<file path="src/rtl/firc_mac_sched.sv">
`default_nettype none
// ============================================================================
//  Module   : firc_mac_sched
//  Purpose  : Cycle scheduler for the complex symmetric FIR (29 taps,
//             15 stored complex coefficients, 5 shared complex multipliers).
//             Pops one sample from the FIFO, walks the multiplier operand
//             muxes through NPHASE phases, and issues accumulator
//             load/add/finish strobes plus the output push, delayed to line
//             up with the PIPE-cycle multiplier pipeline.
//  Ports    : Clk, Reset      - clock, synchronous active-high reset
//             Empty           - sample FIFO empty
//             PushCoef        - coefficient write this cycle (defers starts)
//             PullOut         - pop FIFO / shift sample delay line this edge
//             Phase,PhaseValid- operand mux select and its qualifier
//             AccEn,AccFirst,AccLast - accumulator strobes at product arrival
//             PushOut,Tainted - result valid pulse and coefficient-overlap flag
//             Busy            - scheduler or pipeline has work in flight
//  Revision : 1.0  initial release
// ============================================================================
module firc_mac_sched #(
  parameter int NPHASE = 3,   // mux phases per sample, 2..4
  parameter int PIPE   = 4    // mux select to product-valid latency, 1..8
) (
  input  logic       Clk,
  input  logic       Reset,
  input  logic       Empty,
  input  logic       PushCoef,
  output logic       PullOut,
  output logic [1:0] Phase,
  output logic       PhaseValid,
  output logic       AccEn,
  output logic       AccFirst,
  output logic       AccLast,
  output logic       PushOut,
  output logic       Tainted,
  output logic       Busy
);

  localparam logic [1:0] c_last_phase = 2'(NPHASE - 1);

  typedef enum logic [0:0] {
    ST_IDLE = 1'b0,
    ST_RUN  = 1'b1
  } state_t;

  // One delay-pipe slot: tags travelling alongside a product.
  typedef struct packed {
    logic valid;
    logic first;
    logic last;
    logic taint;
  } slot_t;

  state_t     r_state;
  logic [1:0] r_p;
  logic       r_taint;
  slot_t      r_slot [PIPE];
  logic       r_push_out;
  logic       r_tainted;

  logic       w_start;
  logic       w_run;
  logic       w_last;
  logic       w_taint_in;
  slot_t      w_slot_in;
  logic       w_any_slot;

  assign w_start = !Empty && !PushCoef;
  assign w_run   = (r_state == ST_RUN);
  assign w_last  = (r_p == c_last_phase);

  // Taint restarts at phase 0, so the value fed with phase 0 only reflects
  // a coefficient write in that very cycle.
  assign w_taint_in = ((r_p == 2'd0) ? 1'b0 : r_taint) | PushCoef;

  // A new sample may enter from IDLE or overlap the final phase of the
  // current one; reset suppresses the pop so no sample is lost.
  assign PullOut = !Reset && w_start && (!w_run || w_last);

  // --------------------------------------------------------------------------
  // Phase sequencer
  // --------------------------------------------------------------------------
  always_ff @(posedge Clk) begin
    if (Reset) begin
      r_state <= ST_IDLE;
      r_p     <= 2'd0;
      r_taint <= 1'b0;
    end else begin
      case (r_state)
        ST_IDLE: begin
          if (w_start) begin
            r_state <= ST_RUN;
            r_p     <= 2'd0;
          end
        end
        ST_RUN: begin
          r_taint <= w_taint_in;
          if (!w_last) begin
            r_p <= r_p + 2'd1;
          end else if (w_start) begin
            r_p <= 2'd0;
          end else begin
            // r_p keeps its last value so Phase holds while idle.
            r_state <= ST_IDLE;
          end
        end
        default: r_state <= ST_IDLE;
      endcase
    end
  end

  assign Phase      = r_p;
  assign PhaseValid = w_run;

  // --------------------------------------------------------------------------
  // Tag delay pipe matching the multiplier latency
  // --------------------------------------------------------------------------
  always_comb begin
    w_slot_in       = '0;
    w_slot_in.valid = w_run;
    w_slot_in.first = w_run && (r_p == 2'd0);
    w_slot_in.last  = w_run && w_last;
    w_slot_in.taint = w_run && w_taint_in;
  end

  always_ff @(posedge Clk) begin
    if (Reset) begin
      for (int i = 0; i < PIPE; i++) begin
        r_slot[i] <= '0;
      end
    end else begin
      r_slot[0] <= w_slot_in;
      for (int i = 1; i < PIPE; i++) begin
        r_slot[i] <= r_slot[i-1];
      end
    end
  end

  assign AccEn    = r_slot[PIPE-1].valid;
  assign AccFirst = r_slot[PIPE-1].first;
  assign AccLast  = r_slot[PIPE-1].last;

  // --------------------------------------------------------------------------
  // Output push, one cycle after the last product is accumulated
  // --------------------------------------------------------------------------
  always_ff @(posedge Clk) begin
    if (Reset) begin
      r_push_out <= 1'b0;
      r_tainted  <= 1'b0;
    end else begin
      r_push_out <= r_slot[PIPE-1].valid && r_slot[PIPE-1].last;
      r_tainted  <= r_slot[PIPE-1].valid && r_slot[PIPE-1].last &&
                    r_slot[PIPE-1].taint;
    end
  end

  assign PushOut = r_push_out;
  assign Tainted = r_tainted;

  always_comb begin
    w_any_slot = 1'b0;
    for (int i = 0; i < PIPE; i++) begin
      w_any_slot = w_any_slot | r_slot[i].valid;
    end
  end

  // The push register is included so Busy covers the PushOut cycle itself.
  assign Busy = w_run || w_any_slot || r_push_out;

endmodule
`default_nettype wire

</file>
<file path="config.mk">
export PLATFORM = sky130hd
export DESIGN_NAME = firc_mac_sched
export DESIGN_NICKNAME = d
export VERILOG_FILES = /design/src/rtl/firc_mac_sched.sv
export SDC_FILE = /design/constraint.sdc
export NUM_CORES = 1
export LEC_CHECK = 0
export ABC_AREA = 1
export CORE_MARGIN = 2
export CORE_UTILIZATION = 47
export CTS_CLUSTER_SIZE = 12
export DETAILED_ROUTE_END_ITERATION = 8
export PLACE_DENSITY = 0.72
export SETUP_SLACK_MARGIN = 0.5
export SLEW_MARGIN = 20
export SYNTH_ARGS = -nofsm -noshare
export SYNTH_HDL_FRONTEND = slang
export SYNTH_SLANG_ARGS = --single-unit
</file>
<file path="constraint.sdc">
create_clock -name Clk -period 1.4 [get_ports Clk]
set_clock_uncertainty 0.1 [all_clocks]
set_input_delay 0.42 -clock Clk [delete_from_list [all_inputs] [get_ports Clk]]
set_output_delay 0.42 -clock Clk [all_outputs]
set_load 0.005 [all_outputs]
</file>
### Word-level counts from Yosys, hierarchy flattened

Memory sizes are Yosys's and may differ from the RTL's.
Index checks and enable logic that the tools add are counted.

| storage, ports and cells | value |
|---|---|
| register bits after elaboration | 6 |
| word-level logic and storage cells | 47 |
| output and inout bits | 10 |
| bits of input ports | 4 |
| memories | 1 |
| memory bits (writable) | 16 |

| cells by class | value |
|---|---|
| equality and inequality tests | 1 |
| add/sub/neg operators | 1 |
| reduce and logical (&&, ||, !) cells | 16 |
| bitwise logic cells | 9 |
| muxes and demuxes | 14 |

Memories:

| memory | words | bits a word | rd ports | clocked after Yosys merged registers in | write ports | RTL line | source |
|---|---|---|---|---|---|---|---|
| r_slot | 4 | 4 | 4 | 0 | 4 | 57 | `slot_t r_slot [PIPE];` |

Operators by type and width:

| cell | count |
|---|---|
| $mux W4 | 4 |
| $logic_and A1 B1 Y1 | 8 |
| $or A1 B1 Y1 | 8 |
| $mux W1 | 6 |
| $logic_not A1 Y1 | 4 |
| $mux W2 | 2 |
| $pmux W2 S2 | 1 |
| $logic_or A1 B1 Y1 | 3 |
| $add A2 B1 Y2 const B | 1 |
| $eq A2 B2 Y1 const B | 1 |
| $logic_not A2 Y1 | 1 |
| $pmux W1 S2 | 1 |
| $not A1 Y1 | 1 |

### Longest topological paths before layout

Gate-level depths: netlist of the first run.

| logic depth | value |
|---|---|
| depth after elaboration | 5 |
| depth in mapped cells | 6 |
| depth with buffers taken out | 5 |

### Least setup slack after synthesis of the first run

OpenSTA, ideal clock, no wires.

| path | value |
|---|---|
| path kind | input -> output |
| start | input Reset |
| end | output PullOut |
| arrival time | 0.812 ns |
| cell stages on the path | 3 |
| slack | 0.068 ns |
| required time | 0.880 ns |
| buffers on the path | 2 |
| cells stage by stage | buf_6 > buf_4 > nor2_1 |

| between the ends | value |
|---|---|
| longest elaborated chain between the ends | 3 |

Ends and longest elaborated chain:

| item | RTL line | source |
|---|---|---|
| from (decl) | 25 | `input logic Reset,` |
| $logic_not A1 Y1 | 78 | `assign PullOut = !Reset && w_start && (!w_run \|\| w_last);` |
| $logic_and A1 B1 Y1 (2 in series) | 78 |  |
| to (decl) | 28 | `output logic PullOut,` |

Every way passes these cells.

### Final worst setup path of the first run

| path | value |
|---|---|
| start | register r_p[0], in the netlist Phase[0] |
| end | output PullOut |

| between the ends | value |
|---|---|
| longest elaborated chain between the ends | 3 |

Ends and longest elaborated chain:

| item | RTL line | source |
|---|---|---|
| from (decl) | 55 | `logic [1:0] r_p;` |
| from (signal assigned) | 99 | `r_p <= r_p + 2'd1;` |
| $eq A2 B2 Y1 | 70 | `assign w_last = (r_p == c_last_phase);` |
| $logic_or A1 B1 Y1 | 78 |  |
| $logic_and A1 B1 Y1 | 78 |  |

Every way passes these cells.

==> results of run 1 <==
==> registers in the layout, indices dropped and copies added (netlist names) <==
signal,flops
r_slot,16
Phase,2
PhaseValid,1
PushOut,1
Tainted,1
r_taint,1
==> worst max-delay path by stage <==
stage          slack (ps)  cells past startpoint       to           startpoint
2_1_floorplan         150                      3  PullOut                Reset
3_3_place_gp         -700                      5  PullOut             PushCoef
3_5_place_dp         -760                      5  PullOut             PushCoef
4_1_cts              -220                      6  PullOut  Phase[0]$_SDFF_PP0_
5_1_grt              -290                      6  PullOut  Phase[0]$_SDFF_PP0_
6_report             -240                      6  PullOut  Phase[0]$_SDFF_PP0_
==> worst reg2reg max path, cell delays in order, from the launching register on <==
cell and delay, ps:
dfxtp_2 350, buf_4 130, buf_6 100, buf_6 110, buf_4 130, o21ai_2 100, nand2_1 80, nand2_2 90
nand2_1 60
==> timing repair <==
action                     CTS  global route
setup endpoints to repair   32            20
pin swaps                    9             7
resized for setup           72             6
setup buffers               12             5
==> through the flow <==
stage | hold WS (ps) | power (mW) | instances | setup TNS (ps)
2_1_floorplan | 288.3 | 0.7201 | 85 | 0
5_1_grt | 323.8 | 1.316 | 142 | -958.8
3_5_place_dp | 298.3 | 0.7660 | 121 | -3997
4_1_cts | 309.7 | 1.267 | 137 | -697.6
6_report | 306.4 | 1.282 | 142 | -803.0
3_3_place_gp | 290.0 | 0.7636 | 121 | -4089
==> cells by family (layout without fill, tap and decap cells) <==
family,Yosys count,count (layout)
flip-flops,22,22
AND/OR/NAND/NOR,37,37
AO/OA/AOI/OAI,4,4
buffers and inverters,22,63
==> placed cells by master (no fill, tap or decap), drive strengths merged <==
cell type      Yosys  final
bufinv             0      1
buf                2     36
clkdlybuf4s15      0      1
a21oi              2      2
o21ai              1      1
dfxtp             22     22
nor2              18     18
clkbuf             0      3
nor3b              1      1
nand2             15     15
inv               20     20
dlygate4sd2        0      2
nand4              1      1
o22ai              1      1
nand3              2      2
==> report_power, final <==
| part | switching (mW) | internal [mW] |
|---|---|---|
| Clock | 0.193 | 0.289 |
| Combinational | 0.0680 | 0.0827 |
| Sequential | 0.00692 | 0.642 |
| Total | 0.268 | 1.01 |
==> final cells by class <==
type	count	area, µm²
Sequential cell	22	447.9
Timing Repair Buffer	39	340.3
Fill cell	101	301.5
Multi-Input combinational cell	41	226.5
Inverter	20	82.58
Clock inverter	1	30.03
Clock buffer	3	22.52
Tap cell	16	20.02
==> per-layer routing <==
layer	global-route usage, %	vias up	part of all wire [%]
met5	0	-	0
met4	10.30	0	2.6
met3	5.532	6	6.0
met2	30.91	19	52
met1	18.06	289	40
li1	-	325	-
==> synth_stat cells <==
| library cell | n |
|---|---|
| a21oi_1 | 1 |
| a21oi_2 | 1 |
| buf_4 | 1 |
| buf_6 | 1 |
| dfxtp_1 | 22 |
| inv_1 | 18 |
| inv_2 | 1 |
| inv_6 | 1 |
| nand2_1 | 14 |
| nand2_2 | 1 |
| nand3_1 | 2 |
| nand4_1 | 1 |
| nor2_1 | 18 |
| nor3b_1 | 1 |
| o21ai_0 | 1 |
| o22ai_1 | 1 |
==> summary.md, run 1 <==
| Metric | Value |
|---|---|
| Drt wl/cell | 11.56 µm |
| Hold path depth | 2 |
| Dpl ws | -758.4 ps |
| PwrDens | 1096 nW/µm² |
| Hold endpoint | r_slot[3][1]$_SDFF_PP0_ |
| Crit path max fanout | 2 |
| Min cycle time layout | 1644 ps |
| Pin count of the biggest net entering global routing | 14 |
| Post-Synth Simple-Gate Area | 21.02% |
| Post-Synth XOR/XNOR Area | 0% |
| Clock Path Buffers | 2 |
| Die height | 42.99 µm |
| Slowest Stage Delay on Critical Path | 350 ps |
| Final Setup Violations | 5 |
| Core Footprint | 1471 µm² |
| Slowest CP cell | dfxtp_2 |
| Worst setup slack after layout | -243.5 ps |
| Post-layout util | 79.51% |
| Die W | 42.99 µm |
| Worst r2r src | Phase[0]$_SDFF_PP0_ |
| CP Launch Type | flop |
| TritonRoute pass-1 iters | 4 |
| Worst vdd ir | 0.0007719 V |
| Final Slew Violations | 0 |
| CTS H-tree depth | 1 |
| DRC Markers | 0 |
| Total gr overflow | 0 |
| Vias in the first global route | 582 |
| Critical path type | flop to output pin |
| Hold Crit Class | flop to flop |
| CTS sink cnt | 22 |
| Post-Route WL | 1641 µm |
| Measured slew at the worst slew-check pin | 147.3 ps |
| Ant. Diodes | 0 |
| Synth Warn # | 0 |
| I/O pin total | 14 |
| DRT antenna net count | 0 |
| Final HPWL DP | 872.2 µm |
| Global-route wire length before repair | 2325 µm |
| Cts bufs inserted | 3 |
| Vias per Instance | 4.500 |
| Mapped Nets | 89 |
| CP delay by family, top | flip-flops |
| Initial Util | 48.55% |
| Antenna violations before repair | 0 |
| Hold-fix buffers, CTS | 0 |
| Unrepaired setup endpoints after global routing | true |
| Top post-synthesis cells by area | dfxtp_1, inv_1, nor2_1 |
| Synth Area in Adders | 0% |
| Library cells used by synthesis | 16 |
| Post-route cell area | 1170 µm² |
| Post-Synthesis Cell Area | 714.4 µm² |
| Fin nets | 131 |
| Share of the synthesized area in the top cell type | 61.65% |
| Area grow syn2layout | 63.75% |
| Cell Rows | 14 |
| Critical Path AT | 1120 ps |
| Final period util | 117.4% |
| Largest family of logic cells by synthesized area | simple AND/OR/NAND/NOR gates |
| FF-to-FF End | r_taint$_SDFFE_PP0P_ |
| Cell Chain, Critical Path | inv_2 > nand2_2 > nand2_2 > nand3_2 > nor2_4 > buf_2 |
| Tot GR Track Use | 17.60% |
| Synth Register Bits | 22 |
| CP required | 880 ps |
| Mux contribution to synthesized area | 0% |
| R2r setup slk | 70 ps |
| CTS tree | done |
| Fmax | 0.6084 GHz |
| Root buffer cell | clkbuf_4 |
| Area after DPL | 935.9 µm² |
| Die ar. | 1848 µm² |
| Leakage | 0.5799 nW |
| Seq/Total Area, Yosys | 61.65% |
| Via Count | 639 |
| WP buf/inv | 2 |
| Outcome | finished, violations left |
| 1st-iter DRT viols | 10 |
| Slew margin rel. | 90.18% |
| Max-Cap Viols | 0 |
| Failing checks | negative setup slack |
| Cells after Synth | 85 |
| Area fraction in compound gates after synthesis | 3.503% |
| Hold_sp | r_slot[2][1]$_SDFF_PP0_ |
| Endpoint type of the worst setup path | output pin |
| Most used cell, CP | nand2_2 |
| Syn avg cell area | 8.405 µm² |
| Register-to-Register Path Depth | 8 |
| Area leader, netlist | dfxtp_1 |
| Buffers on Ports | 13 |
| Clk Latency, worst-skew pair | 310 ps |
| Final Hold Vio Count | 0 |
| Gpl congestion | 0.7527 |
| Share of cells above drive strength 1 | 53.17% |
| Clock transition at the registers of the reported paths | 120 ps |
(Power assumes the default switching activity.)
==> run 2: changes to the inputs <==
--- a/config.mk
+++ b/config.mk
@@ -10,6 +10,7 @@
 export CORE_UTILIZATION = 47
 export CTS_CLUSTER_SIZE = 12
 export DETAILED_ROUTE_END_ITERATION = 8
+export MAX_ROUTING_LAYER = met4
 export PLACE_DENSITY = 0.72
 export SETUP_SLACK_MARGIN = 0.5
 export SLEW_MARGIN = 20
==> run 2 against run 1 <==
- the run still ends with negative setup slack left
- register-to-register slack barely moved
- first-iteration DRC count stayed put
- sequential power about the same
- critical path type unchanged
- critical endpoint unchanged
- largest power group unchanged
==> summary.md, run 2 (synthesized netlist as in run 1, its figures left out) <==
| Metric | Value |
|---|---|
| Core Footprint | 1471 µm² (unchanged) |
| Hold Crit Class | flop to flop |
| Clk Latency, worst-skew pair | 310 ps (about the same) |
| Total gr overflow | 0 (unchanged) |
| Final Slew Violations | 0 (unchanged) |
| CP Depth | 6 (unchanged) |
| Hold_sp | r_slot[2][1]$_SDFF_PP0_ |
| Final Hold Vio Count | 0 (unchanged) |
| Vias per Instance | 4.500 (unchanged) |
| Area after DPL | 935.9 µm² (unchanged) |
| Die height | 42.99 µm (unchanged) |
| Hold slack | 306.4 ps (-0.02100 ps) |
| Slew margin rel. | 90.18% (unchanged) |
| I/O pin total | 14 (unchanged) |
| Post-Route WL | 1641 µm (unchanged) |
| Most frequent cells in the layout | dfxtp_1, nor2_1, inv_1, buf_4, buf_6 |
| Area grow syn2layout | 63.75% (unchanged) |
| Initial Util | 48.55% (unchanged) |
| Max-Cap Viols | 0 (unchanged) |
| Cts bufs inserted | 3 (unchanged) |
| CTS tree | done |
| Via Count | 639 (unchanged) |
| Outcome | finished, violations left |
| Root buffer cell | clkbuf_4 |
| Tot GR Track Use | 18.07% (+0.48 points) |
| Pin count of the biggest net entering global routing | 14 (unchanged) |
| Register-to-Register Path Depth | 8 (unchanged) |
| 1st-iter DRT viols | 10 (unchanged) |
| Final HPWL DP | 872.2 µm (unchanged) |
| Met3 Usage GRT | 5.532% (unchanged) |
| Global-route wire length before repair | 2332 µm (+0.30%) |
| Crit path max fanout | 2 (unchanged) |
| Slowest CP cell | dfxtp_2 |
| Hold path depth | 2 (unchanged) |
| Fmax | 0.6085 GHz (about the same) |
| Cell Chain, Critical Path | inv_2 > nand2_2 > nand2_2 > nand3_2 > nor2_4 > buf_2 |
| Drt wl/cell | 11.56 µm (unchanged) |
| GR peak layer | met2 |
| Worst vdd ir | 0.0007719 V (about the same) |
| Critical Path AT | 1120 ps (about the same) |
| DRC Markers | 0 (unchanged) |
| Sw Ratio | 20.90% (about the same) |
| Slowest Stage Delay on Critical Path | 350 ps (about the same) |
| Fin nets | 131 (unchanged) |
| CP required | 880 ps (about the same) |
| WP buf/inv | 2 (unchanged) |
| Die W | 42.99 µm (unchanged) |
| Vias in the first global route | 581 (-0.17%) |
| Grt met1 use | 18.06% (unchanged) |
| Met2 Use GR | 30.91% (unchanged) |
| Post-route cell area | 1170 µm² (unchanged) |
| CP Launch Type | flop |
| Most used cell, CP | nand2_2 |
| Fillers | 101 (unchanged) |
| Leakage | 0.5799 nW (unchanged) |
| PwrDens | 1096 nW/µm² (about the same) |
| Share of cells above drive strength 1 | 53.17% (unchanged) |
| Unrepaired setup endpoints after global routing | true |
| Measured slew at the worst slew-check pin | 147.3 ps (unchanged) |
| Final Setup Violations | 5 (unchanged) |
| Endpoint type of the worst setup path | output pin |
| Min cycle time layout | 1643 ps (-0.09800 ps) |
| Antenna violations before repair | 0 (unchanged) |
| CTS sink cnt | 22 (unchanged) |
| Largest register FFs | 16 (unchanged) |
| Worst setup slack after layout | -243.4 ps (+0.09800 ps) |
| DRT antenna net count | 0 (unchanged) |
| Failing checks | negative setup slack |
| TritonRoute pass-1 iters | 4 (unchanged) |
| Reg power frac | 50.6% (about the same) |
| Die ar. | 1848 µm² (unchanged) |
| Ant. Diodes | 0 (unchanged) |
| Clock transition at the registers of the reported paths | 120 ps (about the same) |
| R2r setup slk | 70 ps (about the same) |
| Cell Rows | 14 (unchanged) |
| Gpl congestion | 0.7624 (+1.3%) |
| Clock Path Buffers | 2 (unchanged) |
| Psw | 0.2679 mW (about the same) |
| Critical Path Source | Phase[0]$_SDFF_PP0_ |
| Pint | 1.014 mW (unchanged) |
| Crit path to | PullOut |
| Critical path type | flop to output pin |
| Final period util | 117.4% (about the same) |
| Clock share of power | 37.6% (about the same) |
| Buffers on Ports | 13 (unchanged) |
| Biggest register | r_slot |
| Worst r2r src | Phase[0]$_SDFF_PP0_ |
| Comb pwr share | 11.8% (about the same) |
| CTS H-tree depth | 1 (unchanged) |
| CP delay by family, top | flip-flops |
| FF-to-FF End | r_taint$_SDFFE_PP0P_ |
run 2: cell counts in the layout (fill, tap and decap cells not counted):
Identical to the previous run, type by type.
run 2: metal layers:
metal	routed length (µm)	part of all wire, %	vias to the layer above
li1	-	-	325
met1	651	40	289
met2	848	52	19
met3	98	6.0	6
met4	42	2.6	0
met5	0	0	-
run 2: stage by stage:
stage	utilization (%)	power, mW	cells	setup slack [ps]	TNS, ps
global route	79.51	1.316	142	-292.2	-958.8
finish	79.51	1.282	142	-243.4	-802.6
CTS	75.68	1.267	137	-224.4	-697.6
detailed placement	63.61	0.7660	121	-758.4	-3997
global placement	63.61	0.7636	121	-695.8	-4089
floorplan	-	0.7201	85	150.9	0
run 2: worst min path at each step:
stage,to,slack (ps)
3_5_place_dp,r_slot[3][2]$_SDFF_PP0_,300
2_1_floorplan,r_slot[3][0]$_SDFF_PP0_,290
6_report,r_slot[3][1]$_SDFF_PP0_,310
3_3_place_gp,r_slot[3][2]$_SDFF_PP0_,290
5_1_grt,r_slot[3][1]$_SDFF_PP0_,320
4_1_cts,r_slot[3][1]$_SDFF_PP0_,310
run 2: area by class of cell:
type | instances | area [µm²] | share of cell area, %
Timing Repair Buffer | 39 | 340.3 | 29.09
Multi-Input combinational cell | 41 | 226.5 | 19.36
Clock inverter | 1 | 30.03 | 2.567
Sequential cell | 22 | 447.9 | 38.29
Clock buffer | 3 | 22.52 | 1.925
Inverter | 20 | 82.58 | 7.059
Tap cell | 16 | 20.02 | 1.711
run 2: tightest hold or removal path, stage by stage (launching register included):
cell and delay [ps]:
dfxtp_1 320, inv_1 40, nor2_1 30
run 2: power by group through the flow:
stage / combinational, mW / clock [mW] / sequential [mW]
final: 0.151 / 0.482 / 0.649
after global placement: 0.103 / 0 / 0.661
after CTS: 0.133 / 0.486 / 0.648
after detailed placement: 0.105 / 0 / 0.661
after floorplan: 0.0552 / 0 / 0.665
after global routing: 0.163 / 0.503 / 0.650
run 2: what timing repair did:
action | in CTS | in global routing
pin swaps | 9 | 7
setup endpoints to repair | 32 | 20
hold buffers | 0 | 0
setup buffers | 12 | 5
resized for setup | 72 | 6
